==> src/rtl/hazard_pkg.sv <==
// Shared types and constants for the hazard/forwarding controller.
// Also carries the saturating increment used by the HAZARD_PERF_EN counters.
package hazard_pkg;

    typedef enum logic [1:0] {
        FWD_RF = 2'b00,
        FWD_W  = 2'b01,
        FWD_M  = 2'b10
    } fwd_sel_t;

    typedef enum logic {
        IDLE     = 1'b0,
        MEM_WAIT = 1'b1
    } hz_state_t;

    localparam int REG_ZERO = 0;
    localparam int PERF_W   = 32;

    function automatic logic [PERF_W-1:0] sat_inc(input logic [PERF_W-1:0] v, input logic en);
        return (en && (v != '1)) ? v + 32'd1 : v;
    endfunction

endpackage

==> src/rtl/hazard_unit_fwd_sel.sv <==
// Forwarding select for one E-stage source operand: M beats W, x0 is never forwarded.
module fwd_sel
    import hazard_pkg::*;
#(
    parameter int W = 5
) (
    input  logic [W-1:0] rs_e_i,
    input  logic [W-1:0] rd_m_i,
    input  logic [W-1:0] rd_w_i,
    input  logic         reg_write_m_i,
    input  logic         reg_write_w_i,
    output fwd_sel_t     fwd_o
);

    localparam logic [W-1:0] RZ = W'(REG_ZERO);

    always_comb begin
        fwd_o = FWD_RF;
        if (reg_write_m_i && (rd_m_i != RZ) && (rd_m_i == rs_e_i)) begin
            fwd_o = FWD_M;
        end else if (reg_write_w_i && (rd_w_i != RZ) && (rd_w_i == rs_e_i)) begin
            fwd_o = FWD_W;
        end
    end

endmodule

==> src/rtl/hazard_unit.sv <==
// Hazard and forwarding controller for the F/D/E/M/W core with a multi-cycle data-memory wait FSM.
// Optional HAZARD_PERF_EN adds saturating load-use / flush / mem-wait event counters.
//   state    | meaning
//   IDLE     | normal flow: load-use stall and branch flush handling
//   MEM_WAIT | M access in progress: freeze F..M, bubble into W
module hazard_unit
    import hazard_pkg::*;
#(
    parameter int NUM_SRC        = 2,
    parameter int REG_ADDR_WIDTH = 5,
    parameter int MEM_LATENCY    = 1
) (
    input  logic                              clk_i,
    input  logic                              rst_i,
    input  logic [NUM_SRC*REG_ADDR_WIDTH-1:0] RsD_i,
    input  logic [NUM_SRC*REG_ADDR_WIDTH-1:0] RsE_i,
    input  logic [REG_ADDR_WIDTH-1:0]         RdE_i,
    input  logic [REG_ADDR_WIDTH-1:0]         RdM_i,
    input  logic [REG_ADDR_WIDTH-1:0]         RdW_i,
    input  logic                              RegWriteM_i,
    input  logic                              RegWriteW_i,
    input  logic                              LoadE_i,
    input  logic                              MemReqM_i,
    input  logic                              PCSrcE_i,
    output logic [NUM_SRC*2-1:0]              ForwardE_o,
    output logic                              StallF_o,
    output logic                              StallD_o,
    output logic                              StallE_o,
    output logic                              StallM_o,
    output logic                              FlushD_o,
    output logic                              FlushE_o,
    output logic                              FlushW_o
`ifdef HAZARD_PERF_EN
    ,
    output logic [PERF_W-1:0]                 LoadUseCnt_o,
    output logic [PERF_W-1:0]                 FlushCnt_o,
    output logic [PERF_W-1:0]                 MemWaitCnt_o
`endif
);

    localparam bit                        WAIT_EN  = (MEM_LATENCY > 1);
    localparam logic [3:0]                CNT_LOAD = 4'(MEM_LATENCY - 1);
    localparam logic [REG_ADDR_WIDTH-1:0] RZ       = REG_ADDR_WIDTH'(REG_ZERO);

    fwd_sel_t  fwd_w [NUM_SRC];
    hz_state_t state_q, state_d;
    logic [3:0] cnt_q, cnt_d;
    logic       wait_active;
    logic       src_hit;
    logic       lw_stall;

    for (genvar g = 0; g < NUM_SRC; g++) begin : g_fwd
        fwd_sel #(.W(REG_ADDR_WIDTH)) u_fwd_sel (
            .rs_e_i        (RsE_i[g*REG_ADDR_WIDTH +: REG_ADDR_WIDTH]),
            .rd_m_i        (RdM_i),
            .rd_w_i        (RdW_i),
            .reg_write_m_i (RegWriteM_i),
            .reg_write_w_i (RegWriteW_i),
            .fwd_o         (fwd_w[g])
        );
        assign ForwardE_o[g*2 +: 2] = fwd_w[g];
    end

    always_comb begin
        src_hit = 1'b0;
        for (int k = 0; k < NUM_SRC; k++) begin
            if (RsD_i[k*REG_ADDR_WIDTH +: REG_ADDR_WIDTH] == RdE_i) src_hit = 1'b1;
        end
    end

    assign lw_stall = LoadE_i && (RdE_i != RZ) && src_hit;

    always_ff @(posedge clk_i or negedge rst_i) begin
        if (!rst_i) begin
            state_q <= IDLE;
            cnt_q   <= 4'd0;
        end else begin
            state_q <= state_d;
            cnt_q   <= cnt_d;
        end
    end

    // The cnt==1 cycle is the release cycle: M completes and outputs follow IDLE rules.
    always_comb begin
        state_d     = state_q;
        cnt_d       = cnt_q;
        wait_active = 1'b0;
        case (state_q)
            IDLE: begin
                if (WAIT_EN && MemReqM_i) begin
                    state_d     = MEM_WAIT;
                    cnt_d       = CNT_LOAD;
                    wait_active = 1'b1;
                end
            end
            MEM_WAIT: begin
                cnt_d = cnt_q - 4'd1;
                if (cnt_q == 4'd1) begin
                    state_d = IDLE;
                end else begin
                    wait_active = 1'b1;
                end
            end
            default: state_d = IDLE;
        endcase
    end

    always_comb begin
        StallF_o = 1'b0;
        StallD_o = 1'b0;
        StallE_o = 1'b0;
        StallM_o = 1'b0;
        FlushD_o = 1'b0;
        FlushE_o = 1'b0;
        FlushW_o = 1'b0;
        if (!rst_i) begin
            FlushD_o = 1'b1;
            FlushE_o = 1'b1;
            FlushW_o = 1'b1;
        end else if (wait_active) begin
            StallF_o = 1'b1;
            StallD_o = 1'b1;
            StallE_o = 1'b1;
            StallM_o = 1'b1;
            FlushW_o = 1'b1;
        end else begin
            StallF_o = lw_stall;
            StallD_o = lw_stall;
            FlushE_o = lw_stall | PCSrcE_i;
            FlushD_o = PCSrcE_i;
        end
    end

`ifdef HAZARD_PERF_EN
    logic [PERF_W-1:0] load_use_cnt_q, flush_cnt_q, mem_wait_cnt_q;

    always_ff @(posedge clk_i or negedge rst_i) begin
        if (!rst_i) begin
            load_use_cnt_q <= '0;
            flush_cnt_q    <= '0;
            mem_wait_cnt_q <= '0;
        end else begin
            load_use_cnt_q <= sat_inc(load_use_cnt_q, !wait_active && lw_stall);
            flush_cnt_q    <= sat_inc(flush_cnt_q, !wait_active && PCSrcE_i);
            mem_wait_cnt_q <= sat_inc(mem_wait_cnt_q, wait_active);
        end
    end

    assign LoadUseCnt_o = load_use_cnt_q;
    assign FlushCnt_o   = flush_cnt_q;
    assign MemWaitCnt_o = mem_wait_cnt_q;
`endif

endmodule

==> config.mk <==
export PLATFORM = sky130hd
export DESIGN_NAME = hazard_unit
export DESIGN_NICKNAME = d
export VERILOG_FILES = /design/src/rtl/hazard_pkg.sv /design/src/rtl/hazard_unit_fwd_sel.sv /design/src/rtl/hazard_unit.sv
export SDC_FILE = /design/constraint.sdc
export NUM_CORES = 1
export LEC_CHECK = 0
export CAP_MARGIN = 15
export CORE_AREA = 2 2 40 60
export CTS_CLUSTER_DIAMETER = 80
export DETAILED_ROUTE_END_ITERATION = 12
export DIE_AREA = 0 0 42 62
export HOLD_SLACK_MARGIN = 0.03
export PLACE_DENSITY = 0.78
export SLEW_MARGIN = 30
export SYNTH_ARGS = -nofsm -noshare
export SYNTH_HDL_FRONTEND = slang
export SYNTH_HIERARCHICAL = 1
export SYNTH_SLANG_ARGS = --single-unit
==> constraint.sdc <==
create_clock -name clk_i -period 2.85 [get_ports clk_i]
set_clock_uncertainty 0.1 [all_clocks]
set_input_delay 0.57 -clock clk_i [delete_from_list [all_inputs] [get_ports clk_i]]
set_output_delay 0.57 -clock clk_i [all_outputs]
set_load 0.01 [all_outputs]
Yosys cells after proc, flatten, opt, wreduce, memory -nomap -nowiden --
Cells that the tools add are included.
Storage, ports and cells: register bits after elaboration 5, output and inout bits 11, word-level logic and storage cells 39
Cells by class: reduce and logical (&&, ||, !) cells 11, muxes and demuxes 17, add/sub/neg operators 1, bitwise gates (word level) 1, equality and inequality tests 7
Operators by type and width (number):
- == test 5 bit | 6
- 2-to-1 mux 1 bit | 15
- nonzero test 5 bit | 3
- logical AND 1 bit | 8
- == test 4 x 1 -> 1 bit (second input constant) | 1
- 2-to-1 mux 2 bit | 2
- subtractor 4 x 1 -> 4 bit (second input constant) | 1
- bitwise OR 1 bit | 1

Logic depth before layout (Yosys ltp) --
Gate-level depths: netlist (run 1).
depth in word-level cells 7, mapped depth 8, gate-level depth less buffers 7

Cells and area by module --
The synthesis (run 1) kept the hierarchy.
By module, submodules not included:
- hazard_unit | instances 1, area each 416.6 um2, sequential area each 125.1 um2, cells an instance 46
- fwd_sel | instances 2, area each 151.4 um2, sequential area each 0.0 um2, cells an instance 20

Worst setup path after synthesis (run 1) --
OpenSTA, ideal clock, no wires.
path kind in2out, start point input port RdE_i[3], end point output port StallF_o, data arrival time 1.619 ns, path slack 0.561 ns, stages on the path 5, path buffers 1, path through xor2_1 -> nor3_2 -> a22oi_1 -> o31ai_1 -> buf_4
Between the ends: longest elaborated chain between the ends 6, elaborated cells between the ends (all ways) 9, those cells by class eq/ne (2); mux (4); reduce/logical (3)
RTL lines:
- start: declaration | RTL line hazard_unit.sv:17 | input logic [REG_ADDR_WIDTH-1:0] RdE_i,
- == test 5 bit | RTL line hazard_unit.sv:67 | if (RsD_i[k*REG_ADDR_WIDTH +: REG_ADDR_WIDTH] == RdE_i) src_hit = 1'b1;
- 2-to-1 mux 1 bit (2 in series) | RTL line hazard_unit.sv:67
- logical AND 1 bit (*) | RTL line hazard_unit.sv:71 | assign lw_stall = LoadE_i && (RdE_i != RZ) && src_hit;
- 2-to-1 mux 1 bit (*) (2 in series)
- end: declaration | RTL line hazard_unit.sv:26 | output logic StallF_o,
Every way passes the cells marked *; elsewhere a longest branch is shown, timed or not.

Worst setup path in the final report (run 1) --
start point input port RdE_i[2], end point output port StallF_o
Between the ends: longest elaborated chain between the ends 6, elaborated cells between the ends (all ways) 9, those cells by class eq/ne (2); mux (4); reduce/logical (3)
RTL lines:
- == test 5 bit | RTL line hazard_unit.sv:67
- 2-to-1 mux 1 bit (2 in series) | RTL line hazard_unit.sv:67
- logical AND 1 bit (*) | RTL line hazard_unit.sv:71
- 2-to-1 mux 1 bit (*) | RTL line hazard_unit.sv:120 | end else if (wait_active) begin
- 2-to-1 mux 1 bit (*) | RTL line hazard_unit.sv:116 | if (!rst_i) begin
Marked as above.

==> flow_metrics.env, run 1 <==
export IMPL_hp_class="register to register"
export IMPL_synth_area_leaders="xor2_1 22%, dfrtp_1 17%, xnor2_1 13%"
export IMPL_cp_max_fo=3
export IMPL_die_area_mm2=0.00260
export IMPL_max_clock_freq_mhz=357
export IMPL_synth_enable_flop_cells=0
export IMPL_path_class="input pin to output port"
export IMPL_end_kind="output port"
export IMPL_yosysUniqueCellTypes=22
export IMPL_async_flop_share=1.00
export IMPL_path_cells="clkdlybuf4s50_1 -> xor2_1 -> nor3_2 -> a22oi_1 -> o31ai_1 -> dlygate4sd2_1"
export IMPL_worstSetupPathDepth=6
export IMPL_syn_nets=130
export IMPL_dp_cells=163
export IMPL_dr_first_iter_drc_count=10
export IMPL_min_period_over_period=0.982
export IMPL_setup_ws_ps=50.2
export IMPL_synth_cell_area_um2=719
export IMPL_power_density_mw_per_mm2=224
export IMPL_diodes=0
export IMPL_layout_drive_gt1_share=0.139
export IMPL_cpPeakStageDelay_ps=470
export IMPL_r2r_cells=5
export IMPL_htreeDepth=1
export IMPL_maxSlewViolCount=0
export IMPL_clockBufferDepth=2
export IMPL_holdBufCountCts=0
export IMPL_startpoint_type="input pin"
export IMPL_synth_most_common_cell="xor2_1"
export IMPL_gp_congestion=0.811
export IMPL_cp_required_ps=2180
export IMPL_setup_viol=0
export IMPL_routed_wl_um=2150
export IMPL_fin_crit_ps=2800
export IMPL_synth_top_area_share=0.219
export IMPL_netlist_instances=86
export IMPL_synth_common_cells="18 x xor2_1, 11 x xnor2_1, 9 x nand2_1"
export IMPL_grt_pass1_vias=824
export IMPL_rows=21
export IMPL_wl_per_cell_um=12.9
export IMPL_cp_arrival_ps=2130
export IMPL_tritoncts="done"
export IMPL_ios=53
export IMPL_synth_area_per_cell_um2=8.37
export IMPL_crit_buf_inv=2
export IMPL_yosysSeqAreaShare=0.174
export IMPL_ys_flop_type="dfrtp_1"
export IMPL_die_x_um=42
export IMPL_max_cap_viol_count=0
export IMPL_dp_hpwl_um=1870
export IMPL_crit_family="buffers and inverters"
export IMPL_design_area_mm2=0.00130
export IMPL_slew_headroom=0.785
export IMPL_antenna_found_initial=0
export IMPL_overflow=0
export IMPL_final_cell_count_no_fill=167
export IMPL_post_cts_repair_setup_buffers=0
export IMPL_critPathSlowestCell="clkdlybuf4s50_1"
export IMPL_yosysTopAreaCell="xor2_1"
export IMPL_root_buffer="clkbuf_4"
export IMPL_tightest_slew_ps=317
export IMPL_areaGrowthSynthToFinish_pct=80.9
export IMPL_final_nets=189
export IMPL_ir_worst_vdd_v=0.000133
export IMPL_drtAntennaViolNets=0
export IMPL_place_area_mm2=0.00128
export IMPL_cts_sinks=5
export IMPL_clk_pin_slew_ps=40
export IMPL_place_ws_ps=-345
export IMPL_numCtsBuffers=3
export IMPL_core_area_mm2=0.00213
export IMPL_grt_start_max_net_pins=8
export IMPL_grt_use_total=0.172
export IMPL_ys_warn_count=6
export IMPL_status="finished, final reports clean"
export IMPL_firstDrtPassIters=4
export IMPL_grt_pass1_wl_um=3360
export IMPL_drc=0
export IMPL_dieHeight_um=62
export IMPL_viasPerCell=5.04
export IMPL_rsz0062_at_grt="true"
export IMPL_portBuffers=51
export IMPL_ys_ff_latch=5
export IMPL_initial_core_util=0.338
export IMPL_num_vias=841
export IMPL_whs_path_depth=1
export IMPL_clk_latency_ps=240
export IMPL_hold_violations=0
export IMPL_leakage_nw=0.564
routing by layer:
layer,share of wire,global-route usage
met5,0,0
met3,0.11,0.0607
met2,0.51,0.362
met1,0.34,0.141
met4,0.032,0.0829
cell usage in the layout (no fill, tap or decap), types with 3 or more instances in the layout:
master            n
xnor2_1          11
clkbuf_4          3
dlygate4sd2_1     7
nand2_1           9
dfrtp_1           5
nor3_1            4
nor2_1            5
nand3_1           4
xor2_1           18
inv_1             6
clkdlybuf4s50_1  42
buf_4             5
nor3_2            4
a21oi_1           3
worst paths after layout:
check / start / end / slack, ps
worst min-delay path: cnt_q[3] / cnt_q[3] / 410
max in group asynchronous: rst_i / cnt_q[3] / 1940
worst max-delay path: RdE_i[2] / StallF_o / 50
worst max register to register: cnt_q[1] / state_q / 1590
min in group asynchronous: rst_i / cnt_q[2] / 600
worst min register to register: cnt_q[3] / cnt_q[3] / 410
sequential cells by signal, summed over array words and instances (netlist names):
name and flops:
cnt_q 4, state_q 1
power breakdown:
part           internal, mW  leakage, nW  total [mW]  switching (mW)
Combinational        0.0843        0.479       0.140          0.0558
Clock                0.0528       0.0150      0.0805          0.0277
Sequential           0.0713       0.0699      0.0713               0
Total                 0.208        0.564       0.292          0.0835
through the flow:
stage	util	power, mW	hold WS [ps]	setup TNS, ps
2_1_floorplan	-	0.121	174	0
3_3_place_gp	0.602	0.212	377	-1540
3_5_place_dp	0.602	0.214	410	-1720
4_1_cts	0.612	0.297	416	0
5_1_grt	0.611	0.313	443	-56.1
6_report	0.611	0.292	409	0
what timing repair did:
| item | 4_1_cts | 5_1_grt |
|---|---|---|
| pin swaps | 2 | 2 |
| endpoints found under the setup margin | 7 | 4 |
| hold endpoints to repair | 0 | 0 |
| gates resized for setup | 9 | 4 |
cell families (layout without fill, tap and decap cells):
group | after synthesis | in the layout | share of synthesized area
AO/OA/AOI/OAI | 12 | 12 | 0.163
XOR/XNOR | 29 | 29 | 0.353
adder cells (fa/ha/maj) | 2 | 2 | 0.0348
buffers and inverters | 8 | 66 | 0.0522
flip-flops | 5 | 5 | 0.174
AND/OR/NAND/NOR | 30 | 30 | 0.223
cell type report:
| type | count | area (µm²) |
|---|---|---|
| clock buffers | 4 | 26.3 |
| fillers | 198 | 827 |
| inverters | 6 | 22.5 |
| multi-input cells | 73 | 562 |
| flip-flops and latches | 5 | 125 |
| well taps | 23 | 28.8 |
| repair buffers | 56 | 537 |
Note: power is estimated with default switching activity, not from simulation.
==> run 2: changes to the inputs <==
- CTS_CLUSTER_DIAMETER: 80 -> 150
==> results of run 2 <==
Final layout, timing and power as in run 1 (identical DEF).
==> run 3: changes to the inputs <==
- CORE_AREA: 2 2 40 60 -> 2 2 41 61
- DIE_AREA: 0 0 42 62 -> 0 0 43 63
- PLACE_DENSITY: 0.78 -> 0.75
==> run 3 against run 2 <==
Compared with the run above:
- via count up 2.3%
- die area up 4.0%
- routed wire length up 3.7%
- first-iteration DRC count unchanged
- register-to-register slack worse by 30 ps
- power up 6.0%
- final cell count up 6.0%
- critical endpoint is now StallD_o
==> flow_metrics.env, run 3 (synthesized netlist as in run 1, its figures left out) <==
export IMPL_whs_path_depth=1
export IMPL_place_ws_ps=-267
export IMPL_routed_wl_um=2230
export IMPL_grt_use_total=0.172
export IMPL_overflow=0
export IMPL_max_clock_freq_mhz=361
export IMPL_wl_met3_um=135
export IMPL_die_area_mm2=0.00271
export IMPL_largestRegisters="cnt_q x4, state_q x1"
export IMPL_path_class="input pin to output port"
export IMPL_diodes=0
export IMPL_final_cell_mix="40 x clkdlybuf4s50_1, 18 x xor2_1, 15 x buf_4"
export IMPL_min_period_over_period=0.971
export IMPL_cp_required_ps=2180
export IMPL_initial_core_util=0.326
export IMPL_layout_commonest_cell="clkdlybuf4s50_1"
export IMPL_cp_arrival_ps=2100
export IMPL_finalSetupTns_ps=0
export IMPL_maxSlewViolCount=0
export IMPL_cpPeakStageDelay_ps=560
export IMPL_setup_viol=0
export IMPL_numCtsBuffers=3
export IMPL_maxUsedRoutingLayer="met4"
export IMPL_ios=53
export IMPL_top_register="cnt_q"
export IMPL_grt_pass1_vias=896
export IMPL_clockBufferDepth=2
export IMPL_dr_first_iter_drc_count=10
export IMPL_viasPerCell=4.86
export IMPL_setup_ws_ps=82.7
export IMPL_hold_violations=0
export IMPL_final_cell_count_no_fill=177
export IMPL_layout_drive_gt1_share=0.201
export IMPL_die_x_um=43
export IMPL_leakage_nw=0.630
export IMPL_fin_crit_ps=2770
export IMPL_areaGrowthSynthToFinish_pct=95.3
export IMPL_htreeDepth=1
export IMPL_clk_pin_slew_ps=50
export IMPL_antenna_found_initial=0
export IMPL_status="finished, final reports clean"
export IMPL_rows=21
export IMPL_m1WireLength_um=754
export IMPL_grt_pass1_wl_um=3620
export IMPL_core_area_mm2=0.00221
export IMPL_dieHeight_um=63
export IMPL_r2r_cells=5
export IMPL_rrSetupSlack_ps=1560
export IMPL_multi_input_area_um2=592
export IMPL_regArea_um2=125
export IMPL_gp_congestion=0.746
export IMPL_grt_start_max_net_pins=10
export IMPL_wl_per_cell_um=12.6
export IMPL_met2_length_um=1320
export IMPL_root_buffer="clkbuf_4"
export IMPL_hp_class="register to register"
export IMPL_drc=0
export IMPL_path_cells="clkdlybuf4s50_1 -> or4_4 -> o21ai_2 -> o31ai_2 -> clkdlybuf4s15_1"
export IMPL_tritoncts="done"
export IMPL_hold_end="cnt_q[3]"
export IMPL_drtAntennaViolNets=0
export IMPL_slew_headroom=0.756
export IMPL_power_density_mw_per_mm2=220
export IMPL_clk_latency_ps=240
export IMPL_cp_max_fo=3
export IMPL_r2r_end="state_q"
export IMPL_tightest_slew_ps=361
export IMPL_dp_cells=172
export IMPL_max_cap_viol_count=0
export IMPL_cts_sinks=5
export IMPL_worst_r2r_startpoint="cnt_q[1]"
export IMPL_portBuffers=51
export IMPL_end_kind="output port"
export IMPL_hp_start="cnt_q[3]"
export IMPL_ir_worst_vdd_v=0.000144
export IMPL_largest_register_ffs=4
export IMPL_final_nets=199
export IMPL_num_vias=860
export IMPL_dp_hpwl_um=1980
export IMPL_critPathSlowestCell="or4_4"
export IMPL_nFillCells=195
export IMPL_startpoint_type="input pin"
export IMPL_firstDrtPassIters=3
[run 3: cell types whose count changed in the layout (fill, tap and decap cells not counted), moves of 2 or more]
cell / delta
o41ai_2: -2
clkdlybuf4s50_1: -2
buf_4: +10
o41ai_4: +2
[run 3: final cells by class]
cell class                 instances  share of cell area
clock buffer                       4              0.0187
inverter                           6              0.0160
multi-input combinational         73               0.421
sequential                         5              0.0890
tap                               23              0.0205
timing repair buffer              66               0.435
[run 3: layer usage]
layer | GRT usage | up-vias
li1 | - | 430
met4 | 0.0492 | 0
met1 | 0.161 | 392
met3 | 0.0289 | 2
met5 | 0 | -
met2 | 0.352 | 36
[run 3: worst max-delay path by stage]
stage / from / end
after floorplan: RdE_i[3] / StallF_o
after global placement: RdE_i[3] / StallD_o
after detailed placement: RdM_i[2] / ForwardE_o[3]
after CTS: RdM_i[4] / ForwardE_o[3]
after global routing: RdE_i[3] / StallD_o
final: RdE_i[0] / StallD_o
[run 3: repair_timing]
action / in CTS / in global routing
pin swaps: 2 / 3
setup endpoints to repair: 7 / 5
hold buffers: 0 / 0
setup buffers: 0 / 1
gates resized for setup: 12 / 8
[run 3: per-stage QoR]
stage,power (mW),hold slack (ps),utilization,cell area (µm²)
6_report,0.309,392,0.637,1410
5_1_grt,0.327,434,0.637,1410
4_1_cts,0.313,394,0.632,1390
3_5_place_dp,0.224,384,0.611,1350
3_3_place_gp,0.220,376,0.611,1350
2_1_floorplan,0.121,174,-,719
[run 3: critical path, delay by kind of cell]
kind	cells	cell delay [ps]
compound gates	2	260
buf+inv	2	710
simple gates	1	560
[run 3: report_power, final]
group          switching (mW)  total (mW)  leakage [nW]  internal (mW)
Sequential                  0      0.0712        0.0699         0.0712
Clock                  0.0317      0.0848        0.0150         0.0531
Combinational          0.0614       0.153         0.546         0.0920
Total                  0.0931       0.309         0.630          0.216
